===== src/rtl/bp_fe_queue_fifo_if.sv =====
// FE queue handshake bundle: the FE enqueue channel and the BE read channel.
// The FIFO sits on the slave side. The producer/consumer environment uses the master side.
interface bp_fe_queue_fifo_if #(
    parameter int entry_width_p = 128
);
    // FE -> queue enqueue channel
    logic [entry_width_p-1:0] fe_queue_i;
    logic                     fe_queue_v_i;
    logic                     fe_queue_ready_o;

    // queue -> BE read channel
    logic [entry_width_p-1:0] fe_queue_o;
    logic                     fe_queue_v_o;
    logic                     fe_queue_yumi_i;

    modport slave (
        input  fe_queue_i,
        input  fe_queue_v_i,
        input  fe_queue_yumi_i,
        output fe_queue_ready_o,
        output fe_queue_o,
        output fe_queue_v_o
    );

    modport master (
        output fe_queue_i,
        output fe_queue_v_i,
        output fe_queue_yumi_i,
        input  fe_queue_ready_o,
        input  fe_queue_o,
        input  fe_queue_v_o
    );
endinterface


===== src/rtl/bp_fe_queue_fifo.sv =====
// FE -> BE packet queue with speculative read and commit-based free.
// Three wrap-bit pointers are used: cptr (oldest uncommitted), rptr (next to present)
// and wptr (next free slot). All status is derived from pointer differences.
// Roll rewinds rptr to the post-commit cptr. Clear collapses rptr/wptr onto it.
module bp_fe_queue_fifo #(
    parameter  int entry_width_p = 128,
    parameter  int els_p         = 8,
    localparam int ptr_width_lp  = $clog2(els_p) + 1
) (
    input  logic                    clk_i,
    input  logic                    reset_n_i,
    bp_fe_queue_fifo_if.slave       q_if,
    input  logic                    commit_v_i,
    input  logic                    roll_v_i,
    input  logic                    clr_v_i,
    output logic [ptr_width_lp-1:0] count_o
);

    localparam int idx_width_lp = ptr_width_lp - 1;

    // The wrap-bit scheme only distinguishes full from empty for power-of-two depths.
    if ((els_p < 2) || ((els_p & (els_p - 1)) != 0)) begin : g_bad_els
        $error("bp_fe_queue_fifo: els_p must be a power of two >= 2");
    end

    logic [ptr_width_lp-1:0] cptr_q, cptr_d;
    logic [ptr_width_lp-1:0] rptr_q, rptr_d;
    logic [ptr_width_lp-1:0] wptr_q, wptr_d;

    logic [els_p-1:0][entry_width_p-1:0] mem_q, mem_d;

    logic [ptr_width_lp-1:0] occ;
    logic                    full;
    logic                    unread;
    logic                    enq;
    logic                    yumi;
    logic                    commit;
    logic [idx_width_lp-1:0] widx;
    logic [idx_width_lp-1:0] ridx;

    // Status is decoded from registered pointers only, so no input reaches an output.
    always_comb begin
        occ    = wptr_q - cptr_q;
        full   = (occ == ptr_width_lp'(els_p));
        unread = (rptr_q != wptr_q);
        widx   = wptr_q[idx_width_lp-1:0];
        ridx   = rptr_q[idx_width_lp-1:0];
    end

    // Qualified handshakes. A clear kills a same-cycle enqueue.
    always_comb begin
        enq    = q_if.fe_queue_v_i & ~full & ~clr_v_i;
        yumi   = q_if.fe_queue_yumi_i & unread;
        commit = commit_v_i & (cptr_q != rptr_q);
    end

    // Pointer next-state: commit first, then clear > roll > yumi on rptr.
    always_comb begin
        cptr_d = cptr_q + {{(ptr_width_lp-1){1'b0}}, commit};
        rptr_d = rptr_q;
        wptr_d = wptr_q + {{(ptr_width_lp-1){1'b0}}, enq};
        if (clr_v_i) begin
            rptr_d = cptr_d;
            wptr_d = cptr_d;
        end else if (roll_v_i) begin
            rptr_d = cptr_d;
        end else if (yumi) begin
            rptr_d = rptr_q + ptr_width_lp'(1);
        end
    end

    // Storage next-state: only the slot at wptr is written.
    always_comb begin
        mem_d = mem_q;
        if (enq) begin
            mem_d[widx] = q_if.fe_queue_i;
        end
    end

    // Pointer and storage registers. Reset clears contents immediately.
    always_ff @(posedge clk_i or negedge reset_n_i) begin
        if (!reset_n_i) begin
            cptr_q <= '0;
            rptr_q <= '0;
            wptr_q <= '0;
            mem_q  <= '0;
        end else begin
            cptr_q <= cptr_d;
            rptr_q <= rptr_d;
            wptr_q <= wptr_d;
            mem_q  <= mem_d;
        end
    end

    // Outputs are muxed straight from registers. There is no enqueue bypass.
    always_comb begin
        q_if.fe_queue_ready_o = ~full;
        q_if.fe_queue_v_o     = unread;
        q_if.fe_queue_o       = mem_q[ridx];
        count_o               = occ;
    end

    // A commit with nothing read-but-uncommitted is a BE protocol error. It is otherwise ignored.
    always_ff @(posedge clk_i) begin
        if (reset_n_i && commit_v_i) begin
            assert (cptr_q != rptr_q)
                else $error("bp_fe_queue_fifo: commit with no read-uncommitted entry");
        end
    end

endmodule


===== src/flat_wrapper.sv =====
// flat-port wrapper written by rule: the top's interface ports become plain ports
module bp_fe_queue_fifo_flat 
#(
    parameter  int entry_width_p = 128,
    parameter  int els_p         = 8,
    localparam int ptr_width_lp  = $clog2(els_p) + 1
)
  (clk_i, reset_n_i, commit_v_i, roll_v_i, clr_v_i, count_o, q_if_fe_queue_i, q_if_fe_queue_v_i, q_if_fe_queue_yumi_i, q_if_fe_queue_ready_o, q_if_fe_queue_o, q_if_fe_queue_v_o);
  bp_fe_queue_fifo_if #(.entry_width_p(entry_width_p)) q_if_i ();
  input  logic clk_i;
  input  logic reset_n_i;
  input  logic commit_v_i;
  input  logic roll_v_i;
  input  logic clr_v_i;
  output logic [ptr_width_lp-1:0] count_o;
  input wire logic [$bits(q_if_i.fe_queue_i)-1:0] q_if_fe_queue_i;
  input wire logic [$bits(q_if_i.fe_queue_v_i)-1:0] q_if_fe_queue_v_i;
  input wire logic [$bits(q_if_i.fe_queue_yumi_i)-1:0] q_if_fe_queue_yumi_i;
  output wire logic [$bits(q_if_i.fe_queue_ready_o)-1:0] q_if_fe_queue_ready_o;
  output wire logic [$bits(q_if_i.fe_queue_o)-1:0] q_if_fe_queue_o;
  output wire logic [$bits(q_if_i.fe_queue_v_o)-1:0] q_if_fe_queue_v_o;
  assign q_if_i.fe_queue_i = q_if_fe_queue_i;
  assign q_if_i.fe_queue_v_i = q_if_fe_queue_v_i;
  assign q_if_i.fe_queue_yumi_i = q_if_fe_queue_yumi_i;
  assign q_if_fe_queue_ready_o = q_if_i.fe_queue_ready_o;
  assign q_if_fe_queue_o = q_if_i.fe_queue_o;
  assign q_if_fe_queue_v_o = q_if_i.fe_queue_v_o;
  bp_fe_queue_fifo #(.entry_width_p(entry_width_p), .els_p(els_p)) u_core (.clk_i(clk_i), .reset_n_i(reset_n_i), .q_if(q_if_i), .commit_v_i(commit_v_i), .roll_v_i(roll_v_i), .clr_v_i(clr_v_i), .count_o(count_o));
endmodule

===== config.mk =====
export PLATFORM = sky130hd
export DESIGN_NAME = bp_fe_queue_fifo_flat
export DESIGN_NICKNAME = d
export VERILOG_FILES = /design/src/rtl/bp_fe_queue_fifo_if.sv /design/src/rtl/bp_fe_queue_fifo.sv /design/src/flat_wrapper.sv
export SDC_FILE = /design/constraint.sdc
export NUM_CORES = 2
export LEC_CHECK = 0
export ABC_CLOCK_PERIOD_IN_PS = 3250
export BUFFER_PORTS_ARGS = -buffer_cell sky130_fd_sc_hd__clkbuf_2
export CAP_MARGIN = 20
export CORE_UTILIZATION = 55
export DETAILED_ROUTE_END_ITERATION = 7
export HOLD_SLACK_MARGIN = 0.05
export PLACE_DENSITY_LB_ADDON = 0.12
export SLEW_MARGIN = 10
export SYNTH_ARGS = -nofsm -noshare
export SYNTH_HDL_FRONTEND = slang
export SYNTH_SLANG_ARGS = --single-unit

===== constraint.sdc =====
create_clock -name clk_i -period 3.25 [get_ports clk_i]
set_clock_uncertainty 0.15 [all_clocks]
set_input_delay 0.65 -clock clk_i [delete_from_list [all_inputs] [get_ports clk_i]]
set_output_delay 0.65 -clock clk_i [all_outputs]
set_load 0.005 [all_outputs]

==> qor.yml <==
synth:
  synth-xor-area-share_pct: 0.3072
  synth_seq_area_share_pct: 53.94
  ys_ff_latch: 1036
  synth_edf_count: 0
  netlist_instances: 4569
  synth_top_family_by_area: "multiplexers"
  synth_compound_area_share_pct: 13.87
  syn_nets: 4713
  synthArstFlopShare_pct: 100.0
  yosysWarnings: 0
  muxShareOfSynthArea_pct: 15.06
  synthSimpleGateAreaFrac_pct: 12.48
  ys.flop_type: "dfrtp_1"
  synth-adder-area-share_pct: 0.2499
  avgSynthCellArea_um2: 10.52
  ys_types: 40
  syn_area_mm2: 0.04806
floorplanning:
  die_h_um: 297.6
  fp-row-count: 108
  die-area_mm2: 0.08857
  ios: 269
  fp.coreArea_mm2: 0.08662
  initial_utilization_pct: 55.49
  die_w_um: 297.6
pwr:
  p_clk_share_pct: 20.2
  p_switching_mw: 24.44
  powerDensity_mw_per_mm2: 1143
  p_leak_nw: 25.70
  internal-power_mw: 41.66
  p_seq_share_pct: 33.3
  p_sw_share_pct: 36.97
  p_comb_share_pct: 46.5
  total_power_mw: 66.10
  ir_drop_mv: 0.7318
global_routing:
  grt_overflow: 0
  antenna_found_initial: 20
  track_usage_pct: 37.51
  grt_max_degree: 83
  grt_pass1_vias: 41050
  grt_pass1_wl_mm: 253.2
detailed_routing:
  post_drt_wl_per_cell_um: 28.53
  drc_errors: 0
  viasPerCell: 6.835
  first_pass_iters: 8
  vias: 40990
  drt_iter0_drc: 4987
  postRouteAntennaNets: 0
  routed_wl_mm: 171.1
place:
  gp_congestion: 0.8329
  port_buffers: 268
  dp_hpwl_mm: 88.72
timing:
  slew_violations: 0
  setup_viol: 129
  rsz0062_at_grt: "yes"
  fin_ws_ns: -0.2507
  finalCritPeriodShare_pct: 107.7
  slew_headroom_pct: 25.98
  max_freq_mhz: 285.7
  hold_slack_ns: 0.1164
  fin_crit_ns: 3.501
  hold_viol: 0
  tightestPinTransition_ns: 1.110
setup_path:
  crit_top_cell: "buf_12"
  critical_path.max_fanout: 8
  path_cells: "buf_12 > clkbuf_16 > buf_12 > buf_16 > mux4_2 > mux2_4 > clkbuf_2"
  cp_num_buf_inv: 5
  slowest_delay_ns: 0.51
  worstPathRequired_ns: 2.45
  crit_slowest_cell: "mux4_2"
  crit_family: "multiplexers"
  cp-start-kind: "flop"
  worstPathArrival_ns: 2.70
  critical_path_class: "flop to output port"
  critPathCaptureType: "output port"
status:
  violations: "negative setup slack"
  status: "finished with violations"
clock_network:
  cts_num_sinks: 1036
  path_clk_slew_ns: 0.06
  cts_root_buffer: "clkbuf_16"
  numCtsBuffers: 109
  clockBufferDepth: 3
  htree_levels: 3
  cts_tree: "built"
  clock_latency_ns: 0.67
worst_hold_path:
  min_path_type: "input port to flop"
layout:
  layout_commonest_cell: "nand2_1"
  fillers: 6506
  area_growth_pct: 20.32
  drive_gt1_share_pct: 23.23
  fin_nets: 4881
  final_cell_mix: "1546 x nand2_1, 1033 x dfrtp_1, 1018 x o22ai_1"
job:
  drv_cap: 0
## logic make-up (layout without fill, tap and decap cells)
family                     after synthesis  in the layout
xor gates and xnor gates                16             16
DFF                                   1036           1036
buffers and inverters                  481            738
adders and majority gates                9              9
muxes                                  387            387
and+or+nand+nor                       1578           1578
other                                    0             16
AOI/OAI and AO/OA                     1062           1062
## Yosys cell counts, drive strengths merged (3+ instances only)
master / instances / area [µm²]
nand3: 4 / 20.02
o211ai: 8 / 60.06
o21ai: 11 / 55.05
and3b: 4 / 35.03
nand2: 1546 / 5803
buf: 150 / 725.7
nor2: 7 / 26.28
and2: 6 / 37.54
clkbuf: 324 / 1216
inv: 7 / 26.28
xor2: 9 / 86.34
ha: 8 / 100.1
mux2: 130 / 1464
a21oi: 12 / 60.06
o22ai: 1018 / 6369
xnor2: 7 / 61.31
mux4: 256 / 5766
dfrtp: 1036 / 25920
or3: 3 / 18.77
o311ai: 6 / 52.55
## path summary, 6_finish.rpt
kind | start | to | slack, ns | cells after the start
worst max-delay path | u_core.rptr_q[0]$_DFFE_PN0P_ | q_if_fe_queue_o[35] | -0.25 | 7
worst min-delay path | q_if_fe_queue_i[96] | u_core.mem_q[864]$_DFFE_PN0P_ | 0.12 | 3
worst max register to register | u_core.wptr_q[0]$_DFF_PN0_ | u_core.wptr_q[2]$_DFF_PN0_ | 0.19 | 12
worst min register to register | u_core.mem_q[363]$_DFFE_PN0P_ | u_core.mem_q[363]$_DFFE_PN0P_ | 0.37 | 2
max in group asynchronous | reset_n_i | u_core.mem_q[583]$_DFFE_PN0P_ | 1.59 | 4
min in group asynchronous | reset_n_i | u_core.mem_q[671]$_DFFE_PN0P_ | 0.41 | 2
## layout make-up
| class | instances | area (µm²) | share of cell area (%) |
|---|---|---|---|
| sequential | 1036 | 25940 | 44.85 |
| multi-input combinational | 3052 | 20720 | 35.84 |
| timing repair buffer | 531 | 5829 | 10.08 |
| clock buffer | 159 | 3219 | 5.567 |
| tap | 1155 | 1445 | 2.499 |
| clock inverter | 41 | 609.3 | 1.054 |
| antenna | 16 | 40.04 | 0.06924 |
| inverter | 7 | 26.28 | 0.04544 |
## worst register-to-register path, stage by stage, from the launching register on
cell,delay [ns]
dfrtp_1,0.38
inv_1,0.07
ha_2,0.19
inv_2,0.04
fa_2,0.42
nand2b_4,0.15
or2_1,0.22
or3_4,0.38
and3b_1,0.19
ha_2,0.18
ha_1,0.19
xnor2_1,0.12
o21ai_0,0.26
## power groups by stage
stage                     clock, mW  sequential [mW]  combinational [mW]
after global routing           13.9             22.5                32.6
after floorplan                   0             20.8                17.6
after detailed placement          0             21.9                26.4
final                          13.4             22.0                30.7
after global placement            0             21.8                25.8
after CTS                      13.4             21.8                28.4
## metal layers
layer | track usage [%] | share of wire [%]
met1 | 51.22 | 38
met4 | 14.84 | 4.2
met3 | 7.771 | 11
met2 | 59.22 | 47
met5 | 0 | 0.036
## sequential cells by signal, summed over array words and instances (netlist names)
name / cells
u_core.cptr_q: 4
u_core.wptr_q: 4
u_core.rptr_q: 4
u_core.mem_q: 1024
## metrics by stage
stage / utilization [%] / setup slack, ns / TNS (ns) / area (µm²) / cells
floorplan: - / 0.005381 / 0 / 48090 / 4569
global placement: 59.93 / 0.2477 / 0 / 51910 / 5708
detailed placement: 59.93 / 0.1880 / 0 / 51910 / 5708
CTS: 65.46 / -0.2169 / -18.73 / 56700 / 5944
global route: 66.76 / -0.3089 / -26.17 / 57820 / 5995
finish: 66.76 / -0.2507 / -19.99 / 57830 / 5997
## what timing repair did
item / CTS / global route
endpoints found under the setup margin: 127 / 131
endpoints found under the hold margin: 44 / 0
gates cloned: 14 / 23
hold buffers: 1 / 0
buffers inserted: 22 / 21
pin swaps: 3 / 1
resized for setup: 78 / 140
Note: power is estimated with default switching activity, not from simulation.
